==> src/rtl/mem_arbiter.sv <==
// rtl/mem_arbiter.sv - shares one single-port synchronous RAM between instruction fetch and load/store
// Optional MEM_ARB_PERF_EN adds per-port wait-cycle counters (perf_if_wait, perf_d_wait).
module mem_arbiter #(
   parameter int AW         = 8,
   parameter int DW         = 32,
   parameter int MEM_LAT    = 1,
   parameter int STARVE_MAX = 4
) (
   input  logic          clk,
   input  logic          reset,
   input  logic          if_req,
   input  logic [AW-1:0] if_addr,
   output logic          if_gnt,
   output logic          if_rvalid,
   output logic [DW-1:0] if_rdata,
   input  logic          d_req,
   input  logic          d_we,
   input  logic [AW-1:0] d_addr,
   input  logic [DW-1:0] d_wdata,
   output logic          d_gnt,
   output logic          d_rvalid,
   output logic [DW-1:0] d_rdata,
   output logic          mem_en,
   output logic          mem_we,
   output logic [AW-1:0] mem_addr,
   output logic [DW-1:0] mem_wdata,
   input  logic [DW-1:0] mem_rdata
`ifdef MEM_ARB_PERF_EN
   ,
   output logic [31:0]   perf_if_wait,
   output logic [31:0]   perf_d_wait
`endif
);

   localparam int CW = (STARVE_MAX < 2) ? 1 : $clog2(STARVE_MAX + 1);
   localparam int LW = 3;
   localparam logic [CW-1:0] STARVE_CMP = CW'(STARVE_MAX);

   typedef enum logic [1:0] {S_IDLE, S_ISSUE, S_WAIT, S_RESP} state_t;

   state_t          state_q, state_d;
   logic            owner_q, owner_d;
   logic            we_q, we_d;
   logic [LW-1:0]   lat_q, lat_d;
   logic [CW-1:0]   starve_q, starve_d;
   logic            if_gnt_q, if_gnt_d, d_gnt_q, d_gnt_d;
   logic            if_rvalid_q, if_rvalid_d, d_rvalid_q, d_rvalid_d;
   logic [DW-1:0]   if_rdata_q, if_rdata_d, d_rdata_q, d_rdata_d;
   logic            mem_en_q, mem_en_d, mem_we_q, mem_we_d;
   logic [AW-1:0]   mem_addr_q, mem_addr_d;
   logic [DW-1:0]   mem_wdata_q, mem_wdata_d;
   logic            d_wins;

   // Data port wins unless fetch has been passed over STARVE_MAX times in a row.
   assign d_wins = d_req && !(if_req && (starve_q == STARVE_CMP));

   always_comb begin
      state_d     = state_q;
      owner_d     = owner_q;
      we_d        = we_q;
      lat_d       = lat_q;
      starve_d    = starve_q;
      if_rdata_d  = if_rdata_q;
      d_rdata_d   = d_rdata_q;
      mem_addr_d  = mem_addr_q;
      mem_wdata_d = mem_wdata_q;
      if_gnt_d    = 1'b0;
      d_gnt_d     = 1'b0;
      if_rvalid_d = 1'b0;
      d_rvalid_d  = 1'b0;
      mem_en_d    = 1'b0;
      mem_we_d    = 1'b0;
      case (state_q)
         S_IDLE: begin
            if (!if_req) starve_d = '0;
            if (if_req || d_req) begin
               state_d  = S_ISSUE;
               mem_en_d = 1'b1;
               if (d_wins) begin
                  owner_d     = 1'b1;
                  we_d        = d_we;
                  mem_we_d    = d_we;
                  mem_addr_d  = d_addr;
                  mem_wdata_d = d_wdata;
                  d_gnt_d     = 1'b1;
                  if (if_req && (starve_q != STARVE_CMP)) starve_d = starve_q + CW'(1);
               end else begin
                  owner_d     = 1'b0;
                  we_d        = 1'b0;
                  mem_addr_d  = if_addr;
                  mem_wdata_d = '0;
                  if_gnt_d    = 1'b1;
                  starve_d    = '0;
               end
            end
         end
         S_ISSUE: begin
            lat_d   = LW'(MEM_LAT - 1);
            state_d = we_q ? S_IDLE : S_WAIT;
         end
         S_WAIT: begin
            if (lat_q == '0) begin
               state_d = S_RESP;
               if (owner_q) begin
                  d_rdata_d  = mem_rdata;
                  d_rvalid_d = 1'b1;
               end else begin
                  if_rdata_d  = mem_rdata;
                  if_rvalid_d = 1'b1;
               end
            end else begin
               lat_d = lat_q - LW'(1);
            end
         end
         S_RESP:  state_d = S_IDLE;
         default: state_d = S_IDLE;
      endcase
   end

   always_ff @(posedge clk or negedge reset) begin
      if (!reset) begin
         state_q     <= S_IDLE;
         owner_q     <= 1'b0;
         we_q        <= 1'b0;
         lat_q       <= '0;
         starve_q    <= '0;
         if_gnt_q    <= 1'b0;
         d_gnt_q     <= 1'b0;
         if_rvalid_q <= 1'b0;
         d_rvalid_q  <= 1'b0;
         if_rdata_q  <= '0;
         d_rdata_q   <= '0;
         mem_en_q    <= 1'b0;
         mem_we_q    <= 1'b0;
         mem_addr_q  <= '0;
         mem_wdata_q <= '0;
      end else begin
         state_q     <= state_d;
         owner_q     <= owner_d;
         we_q        <= we_d;
         lat_q       <= lat_d;
         starve_q    <= starve_d;
         if_gnt_q    <= if_gnt_d;
         d_gnt_q     <= d_gnt_d;
         if_rvalid_q <= if_rvalid_d;
         d_rvalid_q  <= d_rvalid_d;
         if_rdata_q  <= if_rdata_d;
         d_rdata_q   <= d_rdata_d;
         mem_en_q    <= mem_en_d;
         mem_we_q    <= mem_we_d;
         mem_addr_q  <= mem_addr_d;
         mem_wdata_q <= mem_wdata_d;
      end
   end

   assign if_gnt    = if_gnt_q;
   assign d_gnt     = d_gnt_q;
   assign if_rvalid = if_rvalid_q;
   assign d_rvalid  = d_rvalid_q;
   assign if_rdata  = if_rdata_q;
   assign d_rdata   = d_rdata_q;
   assign mem_en    = mem_en_q;
   assign mem_we    = mem_we_q;
   assign mem_addr  = mem_addr_q;
   assign mem_wdata = mem_wdata_q;

`ifdef MEM_ARB_PERF_EN
   logic [31:0] perf_if_q, perf_if_d, perf_d_q, perf_d_d;

   // Wait cycles: request up while this port's grant pulse is low.
   always_comb begin
      perf_if_d = perf_if_q;
      perf_d_d  = perf_d_q;
      if (if_req && !if_gnt_q && (perf_if_q != 32'hFFFF_FFFF)) perf_if_d = perf_if_q + 32'd1;
      if (d_req && !d_gnt_q && (perf_d_q != 32'hFFFF_FFFF))    perf_d_d  = perf_d_q + 32'd1;
   end

   always_ff @(posedge clk or negedge reset) begin
      if (!reset) begin
         perf_if_q <= '0;
         perf_d_q  <= '0;
      end else begin
         perf_if_q <= perf_if_d;
         perf_d_q  <= perf_d_d;
      end
   end

   assign perf_if_wait = perf_if_q;
   assign perf_d_wait  = perf_d_q;
`endif

endmodule

==> config.mk <==
export PLATFORM = sky130hd
export DESIGN_NAME = mem_arbiter
export DESIGN_NICKNAME = d
export VERILOG_FILES = /design/src/rtl/mem_arbiter.sv
export SDC_FILE = /design/constraint.sdc
export NUM_CORES = 1
export LEC_CHECK = 0
export ABC_AREA = 1
export CORE_AREA = 2 2 116 118
export DETAILED_ROUTE_END_ITERATION = 8
export DIE_AREA = 0 0 118 120
export PLACE_DENSITY = 0.86
export SLEW_MARGIN = 20
export SYNTH_ARGS = -nofsm -noshare
export SYNTH_HDL_FRONTEND = slang
export SYNTH_SLANG_ARGS = --single-unit
==> constraint.sdc <==
create_clock -name clk -period 1.2 [get_ports clk]
set_input_delay 0.24 -clock clk [delete_from_list [all_inputs] [get_ports clk]]
set_output_delay 0.24 -clock clk [all_outputs]
set_load 0.005 [all_outputs]
; Word level (Yosys, flattened, before mapping)
; Cells that the tools add are included.
[classes]
n_eq_ne = 8
muxes = 29
addsub = 2
bitwise = 1
reduce_logical = 13
[ops]
columns = cell, count
row1 = $mux W32, 1
row2 = $mux W1, 17
row3 = $mux W3, 5
row4 = $mux W8, 1
row5 = $pmux W2 S4, 1
row6 = $mux W2, 3
row7 = $ne A2 B2 Y1 const B, 3
row8 = $pmux W3 S2, 1
row9 = $reduce_and A2 Y1, 3
row10 = $reduce_and A3 Y1, 2
row11 = $eq A2 B2 Y1 const B, 2
row12 = $add A3 B1 Y3 const B, 1
row13 = $eq A3 B3 Y1 const B, 1
row14 = $logic_and A1 B1 Y1, 3
row15 = $logic_not A3 Y1, 1
row16 = $ne A3 B3 Y1 const B, 1
row17 = $sub A3 B1 Y3 const B, 1
row18 = $eq A2 B1 Y1 const B, 1
row19 = $logic_not A2 Y1, 1
row20 = $reduce_bool A2 Y1, 1
row21 = $logic_not A1 Y1, 1
row22 = $logic_or A1 B1 Y1, 1
row23 = $not A1 Y1, 1
[word_totals]
input_bits = 85
reg_bits = 120
out_inout_bits = 110

; Depth between registers and ports, before layout
; Gate-level depths: netlist of the first run.
[logic_depth]
ltp_word = 7
depth_mapped = 8

; Least setup slack after synthesis of the first run
; No wires, ideal clock.
[synth_timing]
path_type = register to register
start = register lat_q[0]
end = register d_rdata_q[13] (netlist: d_rdata[13])
arrival_time_ps = 1214
setup_slack_ps = -132
stages_incl_launch_ff = 9
n_path_buf = 2
required_ps = 1082
setup_ps = 118
path_cell_list = dfrtp_1 > inv_1 > ha_1 > ha_1 > nand3_2 > buf_6 > buf_6 > nand2_1 > o21ai_2
[synth_via]
elab_chain_len = 2
[synth_rtl]
columns = element, line
row1 = start: declaration, 44  ; logic [LW-1:0] lat_q, lat_d;
row2 = start signal: assignment, 141  ; lat_q <= lat_d;
row3 = $logic_not A3 Y1, 102  ; if (lat_q == '0) begin
row4 = $reduce_and A3 Y1 (no line), --
row5 = end signal: assignment, 148  ; d_rdata_q <= d_rdata_d;
row6 = end: declaration, 48  ; logic [DW-1:0] if_rdata_q, if_rdata_d, d_rdata_q, d_rdata_d;
; No other way between the ends.
; A chain may end at the register's enable or synchronous reset.

; Final worst setup path of the first run
[layout_timing]
start = register lat_q[0]
end = register if_rdata_q[25] (netlist: if_rdata[25])
[layout_via]
elab_chain_len = 2
[layout_rtl]
columns = element, line
row1 = $logic_not A3 Y1, 102
row2 = $reduce_and A3 Y1 (no line), --
row3 = end signal: assignment, 147  ; if_rdata_q <= if_rdata_d;
row4 = end: declaration, 48
; No other way between the ends.

==> impl_metrics.yaml, run 1 <==
setup_path:
  regToRegSetupSlack_ps: -230
  crit_chain: "inv_2 > ha_4 > ha_4 > nand3_4 > clkbuf_16 > nand2_1 > o21ai_1"
  crit_top_cell: "ha_4"
  required_ps: 1490
  crit_start: "lat_q[0]"
  crit_type: "flop to flop"
  crit_path_max_fanout: 8
  critPathSlowestCell: "dfrtp_1"
  reg2reg_from: "lat_q[0]"
  cpPeakStageDelay_ps: 390
  critPathArrivalTime_ps: 1720
  startpoint_type: "flop"
  end_kind: "flop"
power:
  irDropWorstVdd_v: 0.00124
  p_leak_uw: 0.00447
  power_density_nw_per_um2: 2580
global_route:
  track_usage: 0.201
  grt_start_max_net_pins: 46
  overflow: 0
  grt_pass1_wl_um: 22300
  grt_pass1_vias: 4424
  antenna_found_initial: 1
synthesis:
  synth_top_family_by_area: "simple AND/OR/NAND/NOR gates"
  synthCells: 494
  synth_largest_area_cell: "dfrtp_1"
  ys_ff_latch: 120
  synth_top_area_frac: 0.611
  synth_xor_xnor_area_share: 0
  synthTopCellsByArea: "dfrtp_1 (61%), nand2_1 (14%), o21ai_2 (8.4%)"
  synth_mux_area_frac: 0
  synth_cell_type_count: 19
  syn-num-nets: 583
  synthAdderAreaFrac: 0.0102
  synth-seq-area-share: 0.611
  synthesis.area_sq_um: 4910
  synth_compound_area_frac: 0.112
  synthSimpleGateAreaFrac: 0.187
  synth.avg_cell_area_sq_um: 9.94
  yosysWarnings: 0
placed_design:
  hpwl_um: 9140
  place_congestion: 0.759
  portBuffers: 194
status:
  violations: "setup timing"
  status: "finished, violations left"
timing:
  timing_hold_violations_final: 0
  fmax_ghz: 0.700
  max-slew-margin-rel: 0.803
  holdWs_ps: 271
  slew_violations: 0
  min_period_ps: 1430
  setup_ws_ps: -229
  clock_skew_ps: 9.75
  max_slew.worst_pin.slew_ps: 295
  finalSetupViolCount: 112
  period_share: 1.19
  rsz0062_at_grt: "yes"
  tns_ps: -17040
cts:
  ctsHtreeMaxLevel: 4
  clkLatencyLatePin_ps: 410
  numCtsBuffers: 17
  cts_root_buf: "clkbuf_16"
  cts_max_path_buffers: 2
  cts_tree: "yes"
  clk_pin_slew_ps: 60
  cts_sinks: 120
floorplanning:
  initial_core_util: 0.378
  die-area_sq_um: 14200
  placementRows: 42
  die-height_um: 120
  ios: 195
  design.core.area_sq_um: 13000
  dieWidth_um: 118
cells_and_area:
  fin_util: 0.660
  nets: 883
  fill_cells: 1013
  area_growth_pct: 74.5
  final_common_cell: "dfrtp_1"
  drive_above_1_share: 0.503
  final_cell_mix: "dfrtp_1 (120), nand2_1 (112), buf_2 (108)"
detailed_routing:
  num_vias: 4558
  routed_wl_um: 15500
  detail-route-antenna-nets: 0
  drt_iter0_drc: 251
  drc_errors: 0
  wl_per_cell_um: 15.8
  vias_per_cell: 4.64
  first_pass_iters: 4
run:
  max_cap_viol_count: 0
hold_path:
  hold_path.class: "input port to async pin"
path summary, 6_finish.rpt:
path | to | depth (start not counted)
worst max-delay path | if_rdata[25] | 7
worst min-delay path | if_rdata[1] | 2
worst max register to register | if_rdata[25] | 7
worst min register to register | flop | 1
max in group asynchronous | owner_q | 3
min in group clk | mem_wdata[7] | 3
synthesized netlist by cell type:
| library cell | instances |
|---|---|
| a21oi_1 | 1 |
| buf_2 | 8 |
| buf_4 | 3 |
| buf_6 | 12 |
| clkbuf_2 | 2 |
| dfrtp_1 | 120 |
| ha_1 | 4 |
| inv_1 | 46 |
| inv_2 | 2 |
| nand2_1 | 182 |
| nand2_2 | 1 |
| nand3_1 | 23 |
| nand3_2 | 3 |
| nand4_1 | 8 |
| nor2_1 | 3 |
| nor2_4 | 2 |
| o21ai_0 | 9 |
| o21ai_1 | 18 |
| o21ai_2 | 47 |
where the power goes:
group	switching, uW	internal [uW]
clock network	1680	3150
registers	1040	5880
logic	4890	5430
total	7610	14500
state kept, by name, indices dropped and copies added (netlist names), 3 cells and up, named ones only:
name,count
d_rdata,32
if_rdata,32
mem_wdata,32
mem_addr,8
lat_q,3
starve_q,3
worst max-delay path, delay by kind of cell (launching register included):
kind / cells / cell delay [ps]
DFF: 1 / 390
AOI/OAI and AO/OA: 1 / 60
and+or+nand+nor: 2 / 240
buffers and inverters: 2 / 300
adders and majority gates: 2 / 310
final cells by class:
class,count,area (sq um),area share
clock inverter,2,35.0,0.00409
inverter,48,193,0.0225
antenna,1,2.50,0.000292
multi-input combinational,303,2020,0.236
clock buffer,28,527,0.0615
tap,176,220,0.0257
sequential,120,3000,0.350
timing repair buffer,304,2570,0.300
per-stage QoR:
stage | total power [uW] | area (sq um) | instances | setup WS, ps
after floorplan | 10600 | 4980 | 494 | -114
after global placement | 15200 | 7240 | 868 | -235
after detailed placement | 15500 | 7240 | 868 | -312
after CTS | 20100 | 7740 | 940 | -197
after global routing | 23400 | 8570 | 981 | -296
final | 22100 | 8570 | 982 | -229
what timing repair did:
item                                   CTS  global route
pin swaps                                2            20
hold buffers                             1             0
setup endpoints to repair              224           152
gates resized for setup                466           106
cloned                                   3            11
endpoints found under the hold margin   16             0
buffers inserted                        38            33
kinds of logic after synthesis:
group           after synthesis
buf+inv                      73
compound gates               75
flops                       120
simple gates                222
fa+ha+maj                     4
layer usage:
layer,global-route usage,share of wire
met1,0.241,0.41
met2,0.338,0.52
met3,0.0689,0.057
met4,0.0670,0.0098
met5,0,0
No activity file was read; power rests on OpenSTA's default activity.
==> run 2: changes to the inputs <==
SLEW_MARGIN = 10   (was 20)
==> results of run 2 <==
Same layout as run 1: the final DEF is identical, and so are final timing and power.
==> run 3: changes to the inputs <==
GPL_TIMING_DRIVEN = 0   (was default)
==> run 3 against run 2 <==
Critical endpoint is now if_rdata[13]. The flow still finishes with violations (setup timing). Critical path depth increased by 1. Worst hold slack improved by 90 ps. Non-clock buffer count is 5 lower. Maximum frequency up 1.4%. Wire length fell by 5.5%. Clock skew fell by 2.4 ps. Clock power up 6.0%. Sequential share of layout area up 0.33 points. First-iteration DRC count decreased by 1.6%. Sequential cell count unchanged. Global-route usage rose by 1.0 points. Core utilization fell by 0.60 points.
==> impl_metrics.yaml, run 3 (same netlist as run 1, synthesis figures left out) <==
cells_and_area:
  final_cell_mix: "dfrtp_1 (119), buf_2 (109), nand2_1 (106)"
  area_growth_pct: 72.9
  final_common_cell: "dfrtp_1"
  drive_above_1_share: 0.518
  nets: 877
  finalNonFillerCells: 977
  fin_util: 0.654
timing:
  setup_ws_ps: -210
  max_slew.worst_pin.slew_ps: 461
  max-slew-margin-rel: 0.693
  timing_hold_violations_final: 0
  fmax_ghz: 0.709
  rsz0062_at_grt: "yes"
  clock_skew_ps: 7.32
  min_period_ps: 1410
  period_share: 1.17
  slew_violations: 0
  finalSetupViolCount: 115
  tns_ps: -15090
power:
  clkPwrFrac: 0.232
  swShare: 0.338
  p_total_uw: 22000
  irDropWorstVdd_v: 0.00114
  p_int_uw: 14600
  p_leak_uw: 0.00438
  p_sw_uw: 7450
  power.share.combinational: 0.455
  p_seq_frac: 0.313
  power_density_nw_per_um2: 2590
detailed_routing:
  drt_iter0_drc: 247
  vias_per_cell: 4.58
  first_pass_iters: 4
  detail-route-antenna-nets: 0
  num_vias: 4473
  wl_per_cell_um: 15.0
  routed_wl_um: 14700
  drc_errors: 0
setup_path:
  crit_path_max_fanout: 10
  crit_chain: "inv_2 > ha_4 > ha_4 > nand3_4 > buf_12 > buf_12 > nand2_2 > o21ai_2"
  end_kind: "flop"
  crit_type: "flop to flop"
  required_ps: 1490
  critPathSlowestCell: "dfrtp_1"
  cpPeakStageDelay_ps: 380
  startpoint_type: "flop"
  critPathArrivalTime_ps: 1700
global_route:
  grt_start_max_net_pins: 68
  grt_pass1_wl_um: 23500
  grt_pass1_vias: 4586
  overflow: 0
  track_usage: 0.211
  antenna_found_initial: 1
cts:
  ctsHtreeMaxLevel: 4
  clk_pin_slew_ps: 50
  cts_root_buf: "clkbuf_16"
  clkLatencyLatePin_ps: 410
  cts_max_path_buffers: 2
  cts_sinks: 120
  numCtsBuffers: 17
  cts_tree: "yes"
floorplanning:
  design.core.area_sq_um: 13000
  initial_core_util: 0.378
  ios: 195
  dieWidth_um: 118
  placementRows: 42
  die-height_um: 120
  die-area_sq_um: 14200
placed_design:
  hpwl_um: 9160
  dpl.cell_count: 865
  place_congestion: 0.768
  portBuffers: 194
status:
  status: "finished, violations left"
  violations: "setup timing"
hold_path:
  hold_path.class: "input port to async pin"
run:
  max_cap_viol_count: 0
## run 3: changes by cell type in the layout (fill, tap and decap cells not counted), sizes merged
cell	delta
clkinv	+3
clkbuf	-11
nand3	-1
clkinvlp	+1
bufinv	+2
inv	+1
## run 3: area by class of cell
type,instances,area [sq um]
Inverter,48,190
Buffer,25,333
Multi-Input combinational cell,302,2000
Antenna cell,1,2.50
Fill cell,1025,4490
Clock inverter,9,123
Sequential cell,120,3000
Tap cell,176,220
Clock buffer,22,474
Timing Repair Buffer,274,2150
## run 3: timing repair
item                                    4_1_cts  5_1_grt
endpoints found under the setup margin      224      146
pin swaps                                     9       17
hold buffers                                  1        0
setup buffers                                49       22
gates cloned                                  6        4
endpoints found under the hold margin        53        0
resized for setup                           523       98
## run 3: worst paths after layout
| kind | end | from | slack, ps | cells past startpoint |
|---|---|---|---|---|
| min in group clk | mem_wdata[22] | d_wdata[22] | 380 | 3 |
| min | if_rdata[10] | reset | 360 | 2 |
| max in group asynchronous | state_q[0] | reset | 140 | 3 |
| max reg2reg | if_rdata[13] | lat_q[0] | -210 | 8 |
| min reg2reg | mem_wdata[11] | mem_wdata[11] | 470 | 2 |
| max | if_rdata[13] | lat_q[0] | -210 | 8 |
## run 3: critical path: cells and delay by family (launching register included)
family                     cells  cell delay, ps
AOI/OAI and AO/OA              1              50
buffers and inverters          3             380
DFF                            1             380
adders and majority gates      2             290
and+or+nand+nor                2             180
## run 3: per-stage QoR
step           worst slack, ps  cell area (sq um)  hold slack, ps
2_1_floorplan             -114               4980           -55.6
3_3_place_gp             -4820               7140             448
3_5_place_dp              -394               7170             221
4_1_cts                   -212               7960             345
5_1_grt                   -272               8490             382
6_report                  -210               8490             360
## run 3: power by group through the flow
stage                     Sequential, uW  Clock [uW]  Combinational (uW)
after floorplan                     7040           0                3570
after global placement              6890           0                8250
after detailed placement            6950           0                8490
after CTS                           6800        5220                8660
after global routing                7110        5440               10900
final                               6890        5120               10000
## run 3: per-layer routing
| metal | up-vias | track usage | routed length (um) |
|---|---|---|---|
| li1 | 2151 | - | - |
| met1 | 2141 | 0.258 | 6100 |
| met2 | 160 | 0.352 | 7490 |
| met3 | 21 | 0.0703 | 885 |
| met4 | 0 | 0.0693 | 209 |
| met5 | - | 0 | 0 |
==> patch 1, RTL diff (settings of run 3) <==
The parameter `DW` goes from 32 to 24.
--- a/src/rtl/mem_arbiter.sv
+++ b/src/rtl/mem_arbiter.sv
@@ -3,5 +3,5 @@
 module mem_arbiter #(
    parameter int AW         = 8,
-   parameter int DW         = 32,
+   parameter int DW         = 24,
    parameter int MEM_LAT    = 1,
    parameter int STARVE_MAX = 4
Interface: changed (5 resized); port bits go from 195 to 155. The function was not compared with the original's and may differ.
==> patch 1 against run 3 <==
  * The run still ends with setup timing left
  * Wire length down 14%
  * Sequential cell count down 24
  * First-iteration DRC count stayed put
  * Synthesized area shrank 22%
  * Critical path depth unchanged
  * Die area stayed put
  * Via count decreased by 16%
  * Total power decreased by 24%
  * Highest routed layer unchanged
  * Worst setup slack worse by 0.012 ns
  * Final area down 18%
  * Clock skew fell by 0.00072 ns
  * Critical path type unchanged
==> patch 1: results <==
group,metric,value,unit
worst_setup_path,worst_path_dominant_cell_family,"flip-flops",
finish,finalNetCount,721,
placed_design,numPortBuffers,154,
cts,clock_tree.htree_level_count,3,
synthesis,synthesis.nets,473,
synthesis,post_synth_most_frequent_cells,"sky130_fd_sc_hd__nand2_1 (144), sky130_fd_sc_hd__dfrtp_1 (96), sky130_fd_sc_hd__inv_1 (37)",
placed_design,dp.final_hpwl,7.62,mm
sta,post_route_clock_skew,0.00660,ns
synthesis,ys_types,21,
route,detailedRoute.firstPassIterationCount,4,
route,dr.first_iter.drc_count,247,
sta,setup_tns,-13.14,ns
worst_setup_path,timing.critical_path.arrival,1.66,ns
global_routing,grt_first_pass_wirelength,18.1,mm
power_and_ir_drop,worst_ir_drop_vdd,0.891,mV
worst_setup_path,critical_path.reg2reg.startpoint,"lat_q[0]$_DFFE_PN0P_",
synthesis,synthTopCellsByArea,"sky130_fd_sc_hd__dfrtp_1 (63%), sky130_fd_sc_hd__nand2_1 (14%), sky130_fd_sc_hd__o21ai_0 (4.6%)",
worst_setup_path,worst-path-max-fanout,7,
synthesis,postSynth.asyncResetShare,100,%
global_routing,antenna_found_initial,0,
cts,clkSlewWorstSetupHoldPaths,0.07,ns
worst_setup_path,critPathSlowestCell,"sky130_fd_sc_hd__dfrtp_1",
route,routed_wire_length_per_instance,15.3,um
worst_setup_path,worstRegToRegCells,8,
outcome,violated_checks,"setup timing",
sta,setup_slack,-0.222,ns
flow_run,cap_viol_max_count,0,
cts,cts_buffer_depth,2,
synthesis,synthesis.yosys.warnings,0,
worst_setup_path,crit_path_max_incr_delay,0.40,ns
finish,count_of_antenna_diodes_in_the_layout,0,
placed_design,dp_worst_setup_slack,-0.444,ns
sta,hold_slack,0.385,ns
finish,layout-drive-gt1-share,46.4,%
global_routing,grt_start_max_net_pins,63,
cts,clock_latency_on_the_worst_skew_pair,0.34,ns
power_and_ir_drop,cellLeakagePower,3.55,nW
sta,tightestPinTransition,0.458,ns
global_routing,grt_use_total,16.3,%
placed_design,place_congestion,0.782,
outcome,status,"finished with violations",
sta,slew_viol_final,0,
cts,ctsRootBufferMaster,"sky130_fd_sc_hd__clkbuf_16",
worst_setup_path,r2r_end,"if_rdata[22]$_DFFE_PN0P_",
cts,cts_buffers,9,
hold_path,min_path_type,"primary input to async pin",
synthesis,synth_seq_area_share,62.8,%
synthesis,synth-edff-count,0,
route,via_count,3748,
sta,finalSetupViolations,88,
[patch 1: where the power goes]
part / total (mW) / internal (mW) / switching [mW]
combinational: 8.52 / 4.57 / 3.94
sequential: 5.51 / 4.68 / 0.832
clock: 2.82 / 1.59 / 1.24
total: 16.9 / 10.8 / 6.01
[patch 1: logic make-up (layout without fill, tap and decap cells)]
| group | Yosys count | count (layout) | share of synthesized area (%) |
|---|---|---|---|
| buf+inv | 58 | 310 | 7.03 |
| flops | 96 | 96 | 62.8 |
| simple gates | 184 | 184 | 20.1 |
| compound gates | 58 | 59 | 8.73 |
| fa+ha+maj | 4 | 4 | 1.31 |
[patch 1: worst max-delay path by stage]
stage                    startpoint                       end  slack (ns)  cells past startpoint
2_1_floorplan  lat_q[0]$_DFFE_PN0P_   d_rdata[19]$_DFFE_PN0P_       -0.14                      8
3_3_place_gp                  reset  mem_wdata[0]$_DFFE_PN0P_       -3.71                      1
3_5_place_dp                  d_req   mem_addr[4]$_DFFE_PN0P_       -0.44                      5
4_1_cts        lat_q[1]$_DFFE_PN0P_  if_rdata[22]$_DFFE_PN0P_       -0.22                      8
5_1_grt        lat_q[0]$_DFFE_PN0P_   d_rdata[22]$_DFFE_PN0P_       -0.27                      8
6_report       lat_q[0]$_DFFE_PN0P_  if_rdata[22]$_DFFE_PN0P_       -0.22                      8
[patch 1: timing repair]
item | in CTS | in global routing
endpoints found under the hold margin | 34 | 0
pin swaps | 5 | 29
setup endpoints to repair | 177 | 157
setup buffers | 38 | 34
gates cloned | 2 | 8
hold buffers | 1 | 0
resized for setup | 276 | 184
[patch 1: layer usage]
layer / track usage [%] / vias to the layer above / part of all wire [%]
met5: 0 / - / 0
met4: 7.91 / 0 / 2.9
met3: 4.28 / 29 / 5.1
met2: 28.3 / 124 / 52
met1: 18.6 / 1821 / 40
li1: - / 1774 / -
[patch 1: area by class of cell]
type | instances | area (sq um)
buffer | 18 | 208
clock inverter | 3 | 23.8
fill | 1117 | 6030
timing repair buffer | 237 | 2040
sequential | 96 | 2400
multi-input combinational | 247 | 1630
clock buffer | 13 | 270
inverter | 39 | 161
tap | 176 | 220
[patch 1: per-stage QoR]
step	cell area (sq um)	instances
after floorplan	3870	400
after global placement	5630	730
after detailed placement	5650	731
after CTS	6430	788
after global routing	6950	829
final	6950	829
==> patch 2, RTL diff (flow settings as in run 3) <==
Made on the original files. Take the reset off `if_rdata_q` and load it in a clocked block of its own.
--- a/src/rtl/mem_arbiter.sv
+++ b/src/rtl/mem_arbiter.sv
@@ -129,5 +129,4 @@
          if_rvalid_q <= 1'b0;
          d_rvalid_q  <= 1'b0;
-         if_rdata_q  <= '0;
          d_rdata_q   <= '0;
          mem_en_q    <= 1'b0;
@@ -145,5 +144,4 @@
          if_rvalid_q <= if_rvalid_d;
          d_rvalid_q  <= d_rvalid_d;
-         if_rdata_q  <= if_rdata_d;
          d_rdata_q   <= d_rdata_d;
          mem_en_q    <= mem_en_d;
@@ -152,4 +150,8 @@
          mem_wdata_q <= mem_wdata_d;
       end
+   end
+
+   always_ff @(posedge clk) begin
+      if_rdata_q <= if_rdata_d;
    end
 
Behaviour: differs if reset is asserted again (counterexample within 4 cycles, from zero or initial values and one cycle with reset low); with reset held inactive, the same outputs for 4 cycles.
==> patch 2 against run 3 <==
  * The flow still finishes with violations (setup timing)
  * Clock power up 2%
  * Final area down 9.0%
  * First-iteration DRC count down 18%
  * Die area unchanged
  * Clock skew down 0.0023 ns
  * Sequential cell count unchanged
  * Maximum frequency down 3.3%
  * Worst setup slack worse by 0.047 ns
  * Total power down 13%
  * Wire length down 4.4%
  * Synthesized area down 8.7%
  * Global-route usage down 1.5 points
  * Highest routed layer unchanged
==> patch 2: results <==
group,metric,value,unit
synthesis,synth-edff-count,32,
synthesis,synthTopCellsByArea,"sky130_fd_sc_hd__dfrtp_1 (49%), sky130_fd_sc_hd__edfxtp_1 (21%), sky130_fd_sc_hd__nand2_1 (18%)",
sta,post_route_clock_skew,0.00498,ns
finish,number_of_filler_instances_in_the_final_layout,1013,
power_and_ir_drop,cellLeakagePower,3.86,nW
global_routing,number_of_global_route_vias_before_repair,4156,
sta,setup_tns,-17.53,ns
worst_setup_path,worstRegToRegCells,6,
route,dr.first_iter.drc_count,203,
worst_setup_path,r2r_end,"if_rdata[26]$_DFFE_PP_",
route,detailedRoute.firstPassIterationCount,5,
sta,setup_slack,-0.257,ns
sta,hold_slack,0.353,ns
power_and_ir_drop,worst_ir_drop_vdd,1.25,mV
power_and_ir_drop,p_int,12.9,mW
placed_design,dp_worst_setup_slack,-0.828,ns
route,drt-total-wl,14.0,mm
sta,slew_viol_final,0,
worst_setup_path,reg2reg_slack,-0.26,ns
synthesis,synthesis.nets,509,
outcome,status,"finished with violations",
worst_setup_path,worst-path-max-fanout,17,
synthesis,post_synth_inst_count,420,
finish,layout-drive-gt1-share,41.5,%
sta,tightestPinTransition,0.541,ns
synthesis,ys_types,20,
placed_design,dpl_cell_area,6720,sq um
finish,count_of_antenna_diodes_in_the_layout,0,
synthesis,post_synth_most_frequent_cells,"sky130_fd_sc_hd__nand2_1 (218), sky130_fd_sc_hd__dfrtp_1 (88), sky130_fd_sc_hd__edfxtp_1 (32)",
synthesis,post-synth-top-area-fraction,49.1,%
global_routing,grt_start_max_net_pins,52,
route,routed_wire_length_per_instance,15.7,um
worst_setup_path,timing.critical_path.arrival,1.58,ns
placed_design,dp_cells,791,
sta,finalSetupViolations,110,
route,via_count,4111,
cts,clock_tree.htree_level_count,4,
placed_design,dp.final_hpwl,8.66,mm
synthesis,synth_seq_area_share,70.6,%
global_routing,grt_first_pass_wirelength,21.4,mm
synthesis,postSynth.asyncResetShare,73.3,%
global_routing,grt_use_total,19.6,%
outcome,violated_checks,"setup timing",
-- patch 2: cell count changes in the layout (fill, tap and decap cells not counted), moves of 5 or more --
cell | before | now
sky130_fd_sc_hd__nand3_2 | 17 | 11
sky130_fd_sc_hd__dfrtp_1 | 119 | 88
sky130_fd_sc_hd__edfxtp_1 | 0 | 32
sky130_fd_sc_hd__o21ai_1 | 20 | 0
sky130_fd_sc_hd__buf_6 | 19 | 10
sky130_fd_sc_hd__clkinvlp_4 | 1 | 6
sky130_fd_sc_hd__nand3_1 | 3 | 11
sky130_fd_sc_hd__inv_1 | 40 | 8
sky130_fd_sc_hd__nand2_1 | 106 | 180
sky130_fd_sc_hd__o21ai_2 | 52 | 1
sky130_fd_sc_hd__nand2_2 | 71 | 30
-- patch 2: kinds of logic (layout without fill, tap and decap cells) --
family | after synthesis | count (layout) | synth area share [%]
flip-flops | 120 | 120 | 70.6
AO/OA/AOI/OAI | 9 | 9 | 1.14
AND/OR/NAND/NOR | 258 | 260 | 23.4
adder cells (fa/ha/maj) | 4 | 4 | 1.12
buffers and inverters | 29 | 327 | 3.74
-- patch 2: worst max path at each step --
stage                                      to  slack [ns]  cells after the start
floorplan               if_rdata[0]$_DFFE_PP_       -0.52                      5
global placement    mem_wdata[22]$_DFFE_PN0P_       -3.43                      1
detailed placement     if_rdata[16]$_DFFE_PP_       -0.83                      5
CTS                    if_rdata[19]$_DFFE_PP_       -0.30                      6
global route           if_rdata[10]$_DFFE_PP_       -0.32                      6
finish                 if_rdata[26]$_DFFE_PP_       -0.26                      6
-- patch 2: cell type report --
cell class / count / area, sq um / area share, %
repair buffers: 269 / 2060 / 26.7
plain buffers: 13 / 138 / 1.78
well taps: 176 / 220 / 2.85
clock buffers: 18 / 439 / 5.68
multi-input cells: 273 / 1470 / 19.0
inverters: 13 / 66.3 / 0.858
clock inverters: 14 / 175 / 2.27
flip-flops and latches: 120 / 3160 / 40.9
-- patch 2: timing repair --
action                                  in CTS  in global routing
pin swaps                                    6                 14
setup buffers                               45                 26
endpoints found under the setup margin     224                154
endpoints found under the hold margin       37                  0
gates resized for setup                    483                 51
gates cloned                                 4                  1
hold buffers                                 1                  0
-- patch 2: metal layers --
metal / track usage, % / routed length (um) / vias to the layer above / share of wire [%]
li1: - / - / 1921 / -
met1: 22.4 / 5360 / 1932 / 38
met2: 32.5 / 6890 / 227 / 49
met3: 7.22 / 1380 / 31 / 9.8
met4: 9.71 / 399 / 0 / 2.8
met5: 0 / 0 / - / 0
-- patch 2: power by group through the flow --
stage	Clock, mW	Combinational, mW	Sequential, mW
2_1_floorplan	0	2.30	6.72
3_3_place_gp	0	6.11	6.63
3_5_place_dp	0	6.32	6.66
4_1_cts	5.28	6.50	6.57
5_1_grt	5.51	8.01	6.76
6_report	5.21	7.32	6.61
